--- config.mk ---
export PLATFORM = sky130hd
export DESIGN_NAME = pc_redirect_unit_flat
export DESIGN_NICKNAME = d
export VERILOG_FILES = /design/src/rtl/pc_redirect_unit_if.sv /design/src/rtl/pc_redirect_unit.sv /design/src/flat_wrapper.sv
export SDC_FILE = /design/constraint.sdc
export NUM_CORES = 1
export LEC_CHECK = 0
export BUFFER_PORTS_ARGS = -buffer_cell sky130_fd_sc_hd__buf_4
export CORE_AREA = 2 2 66 68
export CTS_CLUSTER_DIAMETER = 80
export DETAILED_ROUTE_END_ITERATION = 7
export DIE_AREA = 0 0 68 70
export MAX_ROUTING_LAYER = met4
export PLACE_DENSITY = 0.7
export SLEW_MARGIN = 30
export SYNTH_ARGS = -nofsm -noshare
export SYNTH_HDL_FRONTEND = slang
export SYNTH_SLANG_ARGS = --single-unit
--- constraint.sdc ---
create_clock -name CLK -period 1.58 [get_ports CLK]
set_clock_uncertainty 0.05 [all_clocks]
set_input_delay 0 -clock CLK [delete_from_list [all_inputs] [get_ports CLK]]
set_output_delay 0 -clock CLK [all_outputs]
set_load 0.005 [all_outputs]
--- src/rtl/pc_redirect_unit_if.sv ---
// pc_redirect_unit_if: fetch/predictor/EXE signal bundle for pc_redirect_unit.
// Counter signals exist only when PC_REDIRECT_STATS_EN is defined.
interface pc_redirect_unit_if;
    logic       stall;
    logic       if_prediction;
    logic [9:0] if_PBT;
    logic [1:0] exe_correction;
    logic [9:0] exe_PBT;
    logic [9:0] exe_CNI;
    logic       exe_is_btype;
    logic [9:0] if_PC;
    logic [9:0] id_PC;
    logic [9:0] exe_PC;
    logic       id_valid;
    logic       exe_valid;
    logic       exe_pred;
    logic       flush;
`ifdef PC_REDIRECT_STATS_EN
    logic [15:0] bp_branch_count;
    logic [15:0] bp_mispredict_count;
`endif
    modport master (
        output stall, if_prediction, if_PBT, exe_correction, exe_PBT, exe_CNI, exe_is_btype,
        input  if_PC, id_PC, exe_PC, id_valid, exe_valid, exe_pred, flush
`ifdef PC_REDIRECT_STATS_EN
        , input bp_branch_count, bp_mispredict_count
`endif
    );
    modport slave (
        input  stall, if_prediction, if_PBT, exe_correction, exe_PBT, exe_CNI, exe_is_btype,
        output if_PC, id_PC, exe_PC, id_valid, exe_valid, exe_pred, flush
`ifdef PC_REDIRECT_STATS_EN
        , output bp_branch_count, bp_mispredict_count
`endif
    );
endinterface

--- src/rtl/pc_redirect_unit.sv ---
// pc_redirect_unit: fetch PC sequencing with IF/ID/EXE tracking and EXE-stage redirect.
// Optional branch statistics counters enabled by PC_REDIRECT_STATS_EN.
module pc_redirect_unit #(
    parameter logic [9:0] RESET_PC = 10'h000
) (
    input  logic              CLK,
    input  logic              rst,
    pc_redirect_unit_if.slave bus
);
    logic [9:0] if_pc_q, if_pc_d, id_pc_q, exe_pc_q;
    logic       id_valid_q, exe_valid_q, id_pred_q, exe_pred_q;
    logic       redirect;
    // corrections from an empty EXE slot are meaningless, so validity gates them
    assign redirect = exe_valid_q & bus.exe_correction[1];
    assign if_pc_d  = redirect          ? (bus.exe_correction[0] ? bus.exe_PBT : bus.exe_CNI) :
                      bus.stall         ? if_pc_q :
                      bus.if_prediction ? bus.if_PBT : if_pc_q + 10'd1;
    always_ff @(posedge CLK) begin
        if (rst) begin
            if_pc_q     <= RESET_PC;
            id_pc_q     <= '0;
            exe_pc_q    <= '0;
            id_valid_q  <= 1'b0;
            exe_valid_q <= 1'b0;
            id_pred_q   <= 1'b0;
            exe_pred_q  <= 1'b0;
        end else begin
            if_pc_q <= if_pc_d;
            if (redirect) begin
                id_valid_q  <= 1'b0;
                exe_valid_q <= 1'b0;
            end else if (bus.stall) begin
                exe_valid_q <= 1'b0;
            end else begin
                id_pc_q     <= if_pc_q;
                id_pred_q   <= bus.if_prediction;
                id_valid_q  <= 1'b1;
                exe_pc_q    <= id_pc_q;
                exe_pred_q  <= id_pred_q;
                exe_valid_q <= id_valid_q;
            end
        end
    end
    assign bus.if_PC     = if_pc_q;
    assign bus.id_PC     = id_pc_q;
    assign bus.exe_PC    = exe_pc_q;
    assign bus.id_valid  = id_valid_q;
    assign bus.exe_valid = exe_valid_q;
    assign bus.exe_pred  = exe_pred_q;
    assign bus.flush     = redirect;
`ifdef PC_REDIRECT_STATS_EN
    logic [15:0] branch_cnt_q, mispredict_cnt_q;
    logic        branch_inc, mispredict_inc;
    assign branch_inc     = exe_valid_q & bus.exe_is_btype & ~&branch_cnt_q;
    assign mispredict_inc = redirect & bus.exe_is_btype & ~&mispredict_cnt_q;
    always_ff @(posedge CLK) begin
        if (rst) begin
            branch_cnt_q     <= '0;
            mispredict_cnt_q <= '0;
        end else begin
            branch_cnt_q     <= branch_cnt_q + {15'd0, branch_inc};
            mispredict_cnt_q <= mispredict_cnt_q + {15'd0, mispredict_inc};
        end
    end
    assign bus.bp_branch_count     = branch_cnt_q;
    assign bus.bp_mispredict_count = mispredict_cnt_q;
`else
    logic unused_btype;
    assign unused_btype = bus.exe_is_btype;
`endif
endmodule

--- src/flat_wrapper.sv ---
// flat-port wrapper written by rule: the top's interface ports become plain ports
module pc_redirect_unit_flat 
#(
    parameter logic [9:0] RESET_PC = 10'h000
)
  (CLK, rst, bus_stall, bus_if_prediction, bus_if_PBT, bus_exe_correction, bus_exe_PBT, bus_exe_CNI, bus_exe_is_btype, bus_if_PC, bus_id_PC, bus_exe_PC, bus_id_valid, bus_exe_valid, bus_exe_pred, bus_flush);
  pc_redirect_unit_if bus_i ();
  input  logic CLK;
  input  logic rst;
  input wire logic [$bits(bus_i.stall)-1:0] bus_stall;
  input wire logic [$bits(bus_i.if_prediction)-1:0] bus_if_prediction;
  input wire logic [$bits(bus_i.if_PBT)-1:0] bus_if_PBT;
  input wire logic [$bits(bus_i.exe_correction)-1:0] bus_exe_correction;
  input wire logic [$bits(bus_i.exe_PBT)-1:0] bus_exe_PBT;
  input wire logic [$bits(bus_i.exe_CNI)-1:0] bus_exe_CNI;
  input wire logic [$bits(bus_i.exe_is_btype)-1:0] bus_exe_is_btype;
  output wire logic [$bits(bus_i.if_PC)-1:0] bus_if_PC;
  output wire logic [$bits(bus_i.id_PC)-1:0] bus_id_PC;
  output wire logic [$bits(bus_i.exe_PC)-1:0] bus_exe_PC;
  output wire logic [$bits(bus_i.id_valid)-1:0] bus_id_valid;
  output wire logic [$bits(bus_i.exe_valid)-1:0] bus_exe_valid;
  output wire logic [$bits(bus_i.exe_pred)-1:0] bus_exe_pred;
  output wire logic [$bits(bus_i.flush)-1:0] bus_flush;
  assign bus_i.stall = bus_stall;
  assign bus_i.if_prediction = bus_if_prediction;
  assign bus_i.if_PBT = bus_if_PBT;
  assign bus_i.exe_correction = bus_exe_correction;
  assign bus_i.exe_PBT = bus_exe_PBT;
  assign bus_i.exe_CNI = bus_exe_CNI;
  assign bus_i.exe_is_btype = bus_exe_is_btype;
  assign bus_if_PC = bus_i.if_PC;
  assign bus_id_PC = bus_i.id_PC;
  assign bus_exe_PC = bus_i.exe_PC;
  assign bus_id_valid = bus_i.id_valid;
  assign bus_exe_valid = bus_i.exe_valid;
  assign bus_exe_pred = bus_i.exe_pred;
  assign bus_flush = bus_i.flush;
  pc_redirect_unit #(.RESET_PC(RESET_PC)) u_core (.CLK(CLK), .rst(rst), .bus(bus_i));
endmodule
After elaboration in Yosys (flattened, before gate mapping). Cells that the tools add are included.

Shift operators: 0. Bitwise operators: 3. Multipliers: 0. Reductions and logical operators: 3. Add/subtract/negate cells: 1. Divide/modulo/power cells: 0. Order comparisons: 0. Mux-type cells: 4. Equality and inequality tests: 1.

Operators with widths (count): 2-to-1 mux 10 bit (4); adder 10 x 1 -> 10 bit (second input constant) (1); OR reduction 3 bit (1); inequality test 2 x 1 -> 1 bit (second input constant) (1); NOT 1 bit (2); AND reduction 2 bit (1); OR reduction 2 bit (1); AND 1 bit (1).

Latch bits: 0. Memories kept: 0. RAM bits: 0. Flip-flop bits (word level): 34. Output and inout port bits: 34. Memory bits (read-only): 0. Logic and storage cells: 19.

Logic depth before layout (Yosys ltp). Gate-level depths: netlist of the first run.

Depth after elaboration: 4. Depth in mapped cells: 6. Gate-level depth less buffers: 5.

Worst setup path after synthesis of the first run. Ideal clock, no wire load.

Path kind: reg-to-reg. From: reg u_core.if_pc_q[0] (netlist: u_core.bus.if_PC[0]). To: reg u_core.if_pc_q[8] (netlist: u_core.bus.if_PC[8]). Data arrival time: 1365 ps. Required time: 1398 ps. Path slack: 33 ps. Buffers on the path: 0. Clock period less this slack: 1547 ps. Stages on the path, launching flop included: 6. Cells stage by stage: dfxtp_1 -> ha_1 -> nand2_1 -> o31a_1 -> o311ai_0 -> a21oi_1.

Cells in the longest elaborated chain, start to end: 4.

Ends and longest elaborated chain: start, declared (RTL line pc_redirect_unit.sv:10) `logic [9:0] if_pc_q, if_pc_d, id_pc_q, exe_pc_q;`; start signal, assigned (RTL line pc_redirect_unit.sv:28) `if_pc_q <= if_pc_d;`; adder 10 x 1 -> 10 bit (RTL line pc_redirect_unit.sv:17) `bus.if_prediction ? bus.if_PBT : if_pc_q + 10'd1;`; 2-to-1 mux 10 bit (RTL line pc_redirect_unit.sv:17); 2-to-1 mux 10 bit (RTL line pc_redirect_unit.sv:16) `bus.stall ? if_pc_q :`; 2-to-1 mux 10 bit (RTL line pc_redirect_unit.sv:15) `assign if_pc_d = redirect ? (bus.exe_correction[0] ? bus.exe_PBT : bus.exe_CNI) :`.

Every way passes these cells. The select of a mux whose other input is x is not followed. A chain may end at the register's enable or synchronous reset.

Worst setup path in the final report of the first run.
From: reg u_core.if_pc_q[1] (netlist: u_core.bus.if_PC[1]). To: reg u_core.if_pc_q[6] (netlist: u_core.bus.if_PC[6]).

The elaborated chain is that of the path after synthesis.

==> flow_summary.json, run 1 <==
{
  "outcome": "finished, final reports clean",
  "clock.fmax_ghz": 0.674,
  "place_area_sq_um": 2240,
  "cp_max_fo": 6,
  "htree_levels": 2,
  "diodes": 0,
  "crit_arrival_ps": 1600,
  "grt_pass1_vias": 1544,
  "hold_viol_final": 0,
  "slew_headroom_pct": 76.0,
  "layout_setup_ws_ps": 96.8,
  "firstDrtPassIters": 4,
  "cp.required_ps": 1700,
  "drv_cap": 0,
  "ff2ff_path_depth": 5,
  "cell_internal_pwr_mw": 1.38,
  "hold_depth": 3,
  "worstHoldEndpoint": "u_core.bus.if_PC[1]",
  "gp_congestion": 0.806,
  "start_util_pct": 39.3,
  "routed-via-count": 1715,
  "numPortBuffers": 69,
  "synth-seq-cells": 34,
  "yosys_warnings": 0,
  "finalCritPeriodShare_pct": 93.9,
  "syn-instance-count": 206,
  "wire_per_inst_um": 13.0,
  "finalPower_mw": 1.88,
  "pwr-share-comb_pct": 18.4,
  "clockPowerShare_pct": 32.2,
  "r2r_start": "u_core.bus.if_PC[1]",
  "clk_latency_ps": 290,
  "async_reset_ff_share_pct": 0,
  "synth_area_leaders": "dfxtp_1 (42%), nand2_1 (11%), a21oi_1 (8.0%)",
  "cts_max_path_buffers": 2,
  "route.detailed.drc": 0,
  "fin_area_sq_um": 2350,
  "hpwl_um": 3220,
  "fin_tns_setup_ps": 0,
  "path_class": "reg -> reg",
  "die_w_um": 68,
  "core_area_sq_um": 4140,
  "syn_area_sq_um": 1630,
  "synth-seq-area-share_pct": 41.8,
  "overflow": 0,
  "postSynthAreaPerCell_sq_um": 7.90,
  "clkTransAtPathRegs_ps": 70,
  "synth_cell_types": 38,
  "synth-edff-count": 0,
  "ir_drop_uv": 520,
  "r2r-end": "u_core.bus.if_PC[6]",
  "yosys_most_used_dff": "dfxtp_1",
  "dieArea_sq_um": 4760,
  "layout_min_cycle_time_ps": 1480,
  "r2r_setup_slack_ps": 100,
  "place_ws_ps": -17.0,
  "grtUsageTotal_pct": 19.9,
  "crit_path_end_kind": "flop",
  "drt-total-wl_um": 4360,
  "fin_nets": 321,
  "power.leakage_nw": 0.982,
  "ios": 71,
  "start_kind": "flop",
  "cts_tree": "built",
  "first_iter_violations": 119,
  "p_seq_share_pct": 49.4,
  "yosys.area.top_type": "dfxtp_1",
  "yosysMostFrequentCell": "nand2_1",
  "fp.dieH_um": 70,
  "rows": 24,
  "power.density_nw_per_um2": 800,
  "root_buffer": "clkbuf_8",
  "area_growth_pct": 44.4,
  "worst_pin_slew_ps": 360,
  "antenna_found_initial": 0,
  "hold_ws_ps": 15.2,
  "rsz0062_at_grt": "false",
  "postRouteAntennaNets": 0,
  "netlist.area_leader.share_pct": 41.8,
  "p_switching_uw": 497,
  "syn_nets": 244,
  "grt_max_degree": 36,
  "swShare_pct": 26.5,
  "clock-sinks": 34,
  "routed_via_density": 5.12,
  "hp-start": "bus_exe_CNI[1]",
  "synth_common_cells": "nand2_1 (48), dfxtp_1 (34), a21oi_1 (26)",
  "min_path_type": "in -> reg",
  "cts_buffers": 5,
  "grt_pass1_wl_um": 7030,
  "setup_viol": 0,
  "drive_gt1_share_pct": 35.0,
  "drv_slew": 0
}
## cells in the final DEF (no fill, tap or decap), types with 3 or more instances in the layout
cell type and instances:
nand2b_1 4, buf_4 83, o21ai_0 5, nor2b_1 5
a21oi_1 26, nand2_1 48, a211oi_1 9, clkbuf_8 5
dfxtp_1 32, nor3_1 3, mux2i_1 7, nor2_1 8
a31oi_1 9
## flip-flops by register name, summed over array words and instances, names as in the netlist
| name | count |
|---|---|
| u_core.bus.if_PC | 10 |
| u_core.bus.exe_PC | 10 |
| u_core.bus.exe_pred | 1 |
| u_core.bus.id_PC | 10 |
| u_core.id_pred_q | 1 |
| u_core.bus.id_valid | 1 |
| u_core.bus.exe_valid | 1 |
## per-stage QoR
stage | util (%) | std cells
global route | 56.7 | 335
CTS | 56.6 | 335
finish | 56.7 | 335
global placement | 54.2 | 326
floorplan | - | 206
detailed placement | 54.2 | 326
## worst max path at each step
| stage | end | from |
|---|---|---|
| 3_5_place_dp | u_core.bus.if_PC[6] | u_core.bus.if_PC[1] |
| 5_1_grt | u_core.bus.if_PC[5] | u_core.bus.if_PC[2] |
| 4_1_cts | u_core.bus.if_PC[8] | u_core.bus.if_PC[0] |
| 2_1_floorplan | u_core.bus.if_PC[8] | u_core.bus.if_PC[0] |
| 3_3_place_gp | u_core.bus.if_PC[8] | u_core.bus.if_PC[1] |
| 6_report | u_core.bus.if_PC[6] | u_core.bus.if_PC[1] |
## power groups by stage
stage | clock network [mW] | registers (mW) | logic [mW]
2_1_floorplan | 0 | 0.954 | 0.149
3_3_place_gp | 0 | 0.946 | 0.339
3_5_place_dp | 0 | 0.946 | 0.343
4_1_cts | 0.619 | 0.927 | 0.349
5_1_grt | 0.657 | 0.933 | 0.382
6_report | 0.604 | 0.928 | 0.346
## critical path, stage by stage, from the launching register on
cell	delay, ps
dfxtp_2	370
ha_2	200
nand2_1	140
o21a_1	220
o311ai_1	280
a21oi_1	110
## cells by family after synthesis
kind of cell	after synthesis	share of synthesized area (%)
DFF	34	41.8
muxes	9	5.69
and+or+nand+nor	81	22.6
buffers and inverters	18	5.00
adders and majority gates	1	0.769
AOI/OAI and AO/OA	63	24.1
## routing by layer
layer  track usage, %  vias up  share of wire, %
met5                -        -                 0
met4             7.33        0               1.9
met3             5.48        8               6.1
met2             30.1       56                47
met1             25.2      773                45
li1                 -      878                 -
## what timing repair did
action                                  4_1_cts  5_1_grt
endpoints found under the setup margin        2        2
hold buffers                                  2        0
buffers inserted                              0        0
endpoints found under the hold margin         2        0
gates resized for setup                       3        2
pin swaps                                     0        0
## layout make-up
cell class	count	area [sq um]
Sequential cell	34	683
Clock buffer	5	68.8
Timing Repair Buffer	85	643
Multi-Input combinational cell	154	867
Tap cell	52	65.1
Clock inverter	2	10.0
Inverter	3	11.3
Fill cell	414	1800
(Power assumes the default switching activity.)
==> inputs of run 2 (changes only) <==
--- a/config.mk
+++ b/config.mk
@@ -7,4 +7,5 @@
 export LEC_CHECK = 0
 export BUFFER_PORTS_ARGS = -buffer_cell sky130_fd_sc_hd__buf_4
+export CAP_MARGIN = 20
 export CORE_AREA = 2 2 66 68
 export CTS_CLUSTER_DIAMETER = 80
@@ -13,5 +14,5 @@
 export MAX_ROUTING_LAYER = met4
 export PLACE_DENSITY = 0.7
-export SLEW_MARGIN = 30
+export SLEW_MARGIN = 20
 export SYNTH_ARGS = -nofsm -noshare
 export SYNTH_HDL_FRONTEND = slang
==> constraint.sdc (replaced) <==
create_clock -name CLK -period 1.58 [get_ports CLK]
set_clock_uncertainty 0.05 [all_clocks]
set_input_delay 0.237 -clock CLK [delete_from_list [all_inputs] [get_ports CLK]]
set_output_delay 0.237 -clock CLK [all_outputs]
set_load 0.005 [all_outputs]
==> flow_summary.json, run 2 (synthesis results as in run 1) <==
{
  "outcome": "finished, final reports clean",
  "dieArea_sq_um": 4760,
  "cts_buffers": 5,
  "grt_max_degree": 36,
  "clock-sinks": 34,
  "dp_cells": 329,
  "power.density_nw_per_um2": 821,
  "diodes": 0,
  "overflow": 0,
  "fp.dieH_um": 70,
  "p_switching_uw": 502,
  "fin_nets": 322,
  "routed_via_density": 5.18,
  "clockPowerShare_pct": 34.0,
  "finalPower_mw": 1.94,
  "finalCritPeriodShare_pct": 95.3,
  "place_ws_ps": -12.0,
  "routed-via-count": 1746,
  "die_w_um": 68,
  "start_util_pct": 39.3,
  "crit_arrival_ps": 1620,
  "grt_pass1_vias": 1601,
  "p_seq_share_pct": 47.6,
  "grtUsageTotal_pct": 19.6,
  "drive_gt1_share_pct": 36.5,
  "cp.required_ps": 1700,
  "cts_tree": "built",
  "clock.fmax_ghz": 0.664,
  "rows": 24,
  "hold_viol_final": 0,
  "setup_viol": 0,
  "slew_headroom_pct": 75.4,
  "layout_common_cells": "buf_4 (86), nand2_1 (47), dfxtp_1 (31)",
  "rsz0062_at_grt": "true",
  "numPortBuffers": 69,
  "fillers": 414,
  "route.detailed.drc": 0,
  "clkTransAtPathRegs_ps": 80,
  "post-cts-setup-buffers": 0,
  "root_buffer": "clkbuf_8",
  "fin_cells": 337,
  "cts_max_path_buffers": 2,
  "htree_levels": 2,
  "swShare_pct": 25.8,
  "clk_latency_ps": 290,
  "path_class": "reg -> reg",
  "ios": 71,
  "drv_cap": 0,
  "firstDrtPassIters": 4,
  "cell_internal_pwr_mw": 1.44,
  "core_area_sq_um": 4140,
  "hold_ws_ps": 182,
  "antenna_found_initial": 0,
  "mostFrequentLayoutCell": "buf_4",
  "r2r_setup_slack_ps": 70,
  "pwr-share-comb_pct": 18.4,
  "ir_drop_uv": 465,
  "postRouteAntennaNets": 0,
  "area_growth_pct": 45.5,
  "first_iter_violations": 119,
  "power.leakage_nw": 0.995,
  "crit_path_end_kind": "flop",
  "layout_min_cycle_time_ps": 1510,
  "grt_pass1_wl_um": 7100,
  "min_path_type": "in -> reg",
  "wire_per_inst_um": 13.0,
  "cp_max_fo": 6,
  "layout_setup_ws_ps": 74.6,
  "drv_slew": 0,
  "gp_congestion": 0.791,
  "seqCellArea_sq_um": 684,
  "drt-total-wl_um": 4390,
  "start_kind": "flop",
  "worst_pin_slew_ps": 369,
  "hpwl_um": 3220,
  "multi_input_area_sq_um": 870
}
==> run 2: cell types whose count changed in the layout (fill, tap and decap cells not counted), sizes merged <==
| cell | delta |
|---|---|
| clkbuf | +2 |
| dlygate4sd3 | -2 |
| clkinv | -1 |
| buf | +3 |
==> run 2: layout make-up <==
type | count | share of cell area (%)
clock inverters | 1 | 0.211
well taps | 52 | 2.75
inverters | 3 | 0.476
clock buffers | 7 | 3.65
repair buffers | 86 | 27.3
flip-flops and latches | 34 | 28.9
multi-input cells | 154 | 36.7
==> run 2: path summary, 6_finish.rpt <==
check / startpoint / end / depth (start not counted)
hold / removal: bus_if_PBT[7] / u_core.bus.if_PC[7] / 3
setup / recovery: u_core.bus.if_PC[3] / u_core.bus.if_PC[8] / 4
hold reg to reg: u_core.bus.exe_PC[3] / u_core.bus.exe_PC[3] / 2
setup reg to reg: u_core.bus.if_PC[3] / u_core.bus.if_PC[8] / 4
==> run 2: repair_timing <==
item                       CTS  global route
setup endpoints to repair    2             3
gates resized for setup      2             5
hold buffers                 0             0
==> run 2: per-layer routing <==
metal,track usage (%),wire (um),vias to the layer above
li1,-,-,883
met1,25.4,1960,783
met2,30.7,2100,72
met3,3.86,270,8
met4,6.00,61,0
met5,-,0,-
==> run 2: stage by stage <==
| step | area [sq um] | utilization (%) | TNS (ps) |
|---|---|---|---|
| after floorplan | 1630 | - | 0 |
| after global placement | 2270 | 54.7 | 0 |
| after detailed placement | 2270 | 54.7 | -12.0 |
| after CTS | 2360 | 57.0 | 0 |
| after global routing | 2370 | 57.1 | -8.94 |
| final | 2370 | 57.1 | 0 |
==> run 2: power by group through the flow <==
stage	sequential (mW)	clock, mW	combinational, mW
after floorplan	0.954	0	0.149
after global placement	0.942	0	0.350
after detailed placement	0.943	0	0.354
after CTS	0.925	0.672	0.356
after global routing	0.930	0.701	0.395
final	0.925	0.662	0.357
==> run 2: critical path, cell delays in order (launching register included) <==
cell      delay, ps
dfxtp_1         380
nand4_1         240
o31a_1          350
o311ai_1        260
a21oi_1         120
==> inputs of run 3 (changes only) <==
BUFFER_PORTS_ARGS = -buffer_cell sky130_fd_sc_hd__buf_2   (was -buffer_cell sky130_fd_sc_hd__buf_4)
==> flow_summary.json, run 3 (synthesis results as in run 1) <==
{
  "setup_viol": 0,
  "root_buffer": "clkbuf_8",
  "cp.required_ps": 1740,
  "place_ws_ps": 78.9,
  "clkTransAtPathRegs_ps": 60,
  "dieArea_sq_um": 4760,
  "clk_latency_ps": 280,
  "start_kind": "flop",
  "drv_slew": 0,
  "drt-total-wl_um": 4370,
  "cp-startpoint": "u_core.bus.if_PC[1]",
  "worstHoldEndpoint": "u_core.bus.if_PC[7]",
  "grt_pass1_vias": 1576,
  "ir_drop_uv": 327,
  "path_class": "reg -> reg",
  "fp.dieH_um": 70,
  "clock-sinks": 34,
  "htree_levels": 2,
  "hp-start": "bus_if_PBT[7]",
  "wirelength_met1_um": 2030,
  "overflow": 0,
  "rows": 24,
  "r2r_start": "u_core.bus.if_PC[1]",
  "firstDrtPassIters": 4,
  "top_layer": "met4",
  "fin_nets": 324,
  "ff2ff_path_depth": 5,
  "cts_tree": "built",
  "numPortBuffers": 69,
  "finalPower_mw": 1.85,
  "hold_ws_ps": 197,
  "mostFrequentLayoutCell": "buf_2",
  "grt_max_degree": 23,
  "cts_buffers": 5,
  "drv_cap": 0,
  "wire_per_inst_um": 12.9,
  "drive_gt1_share_pct": 36.0,
  "postRouteAntennaNets": 0,
  "fillers": 434,
  "cell_internal_pwr_mw": 1.35,
  "post-cts-setup-buffers": 0,
  "worst_pin_slew_ps": 503,
  "slew_headroom_pct": 66.4,
  "gp_congestion": 0.869,
  "finalCritPeriodShare_pct": 93.5,
  "cp_max_fo": 6,
  "r2r_setup_slack_ps": 100,
  "ios": 71,
  "wl_met3_um": 277,
  "min_path_type": "in -> reg",
  "outcome": "finished, final reports clean",
  "die_w_um": 68,
  "clockPowerShare_pct": 32.5,
  "layout_common_cells": "buf_2 (69), nand2_1 (48), dfxtp_1 (32)",
  "dp_cells": 331,
  "core_area_sq_um": 4140,
  "layout_min_cycle_time_ps": 1480,
  "cts_max_path_buffers": 2,
  "layout_setup_ws_ps": 103,
  "power.leakage_nw": 0.976,
  "hpwl_um": 3180,
  "crit_arrival_ps": 1640,
  "clock.fmax_ghz": 0.677,
  "wl_met2_um": 1990,
  "fin_area_sq_um": 2220,
  "utilization_pct": 53.5,
  "p_seq_share_pct": 50.0,
  "route.detailed.drc": 0,
  "start_util_pct": 39.3,
  "hold_viol_final": 0,
  "grt_pass1_wl_um": 7050,
  "pwr-share-comb_pct": 17.6,
  "crit_path_end_kind": "flop",
  "fin_cells": 338,
  "p_switching_uw": 497,
  "antenna_found_initial": 0,
  "hold_depth": 3,
  "first_iter_violations": 70,
  "power.density_nw_per_um2": 833,
  "place_area_sq_um": 2120,
  "fin_tns_setup_ps": 0,
  "grtUsageTotal_pct": 19.8,
  "swShare_pct": 26.9,
  "r2r-end": "u_core.bus.if_PC[5]",
  "routed_via_density": 5.15,
  "diodes": 0,
  "area_growth_pct": 36.4,
  "routed-via-count": 1740
}
## run 3: final cells by class
| type | instances | area [sq um] | share of cell area, % |
|---|---|---|---|
| clock inverter | 2 | 10.0 | 0.451 |
| sequential | 34 | 683 | 30.8 |
| tap | 52 | 65.1 | 2.93 |
| clock buffer | 5 | 68.8 | 3.10 |
| multi-input combinational | 154 | 872 | 39.3 |
| inverter | 3 | 11.3 | 0.508 |
| timing repair buffer | 88 | 508 | 22.9 |
## run 3: power by group through the flow
stage | registers (mW) | clock network (mW) | logic [mW]
finish | 0.923 | 0.600 | 0.324
global route | 0.929 | 0.664 | 0.360
CTS | 0.920 | 0.616 | 0.319
detailed placement | 0.940 | 0 | 0.318
global placement | 0.939 | 0 | 0.315
floorplan | 0.954 | 0 | 0.149
## run 3: how the worst max path moves through the flow
stage / endpoint / slack, ps / cells past startpoint
final: u_core.bus.if_PC[5] / 100 / 5
after CTS: u_core.bus.if_PC[5] / 60 / 5
after detailed placement: u_core.bus.if_PC[5] / 80 / 5
after global routing: u_core.bus.if_PC[5] / -3 / 5
after global placement: u_core.bus.if_PC[5] / 110 / 5
after floorplan: u_core.bus.if_PC[8] / 30 / 5
## run 3: critical path, cell delays in order (launching register included)
cell	delay [ps]
dfxtp_2	340
buf_6	130
nand3_4	90
or3_1	360
a211o_1	290
a31oi_1	150
## run 3: metal layers
layer  up-vias  GRT usage (%)
met5         -              -
met3         9           3.86
met2        64           29.0
met4         0           10.4
li1        891              -
met1       776           25.3
## run 3: what timing repair did
action / 4_1_cts / 5_1_grt
hold buffers: 0 / 0
gates resized for setup: 0 / 7
setup endpoints to repair: 0 / 3
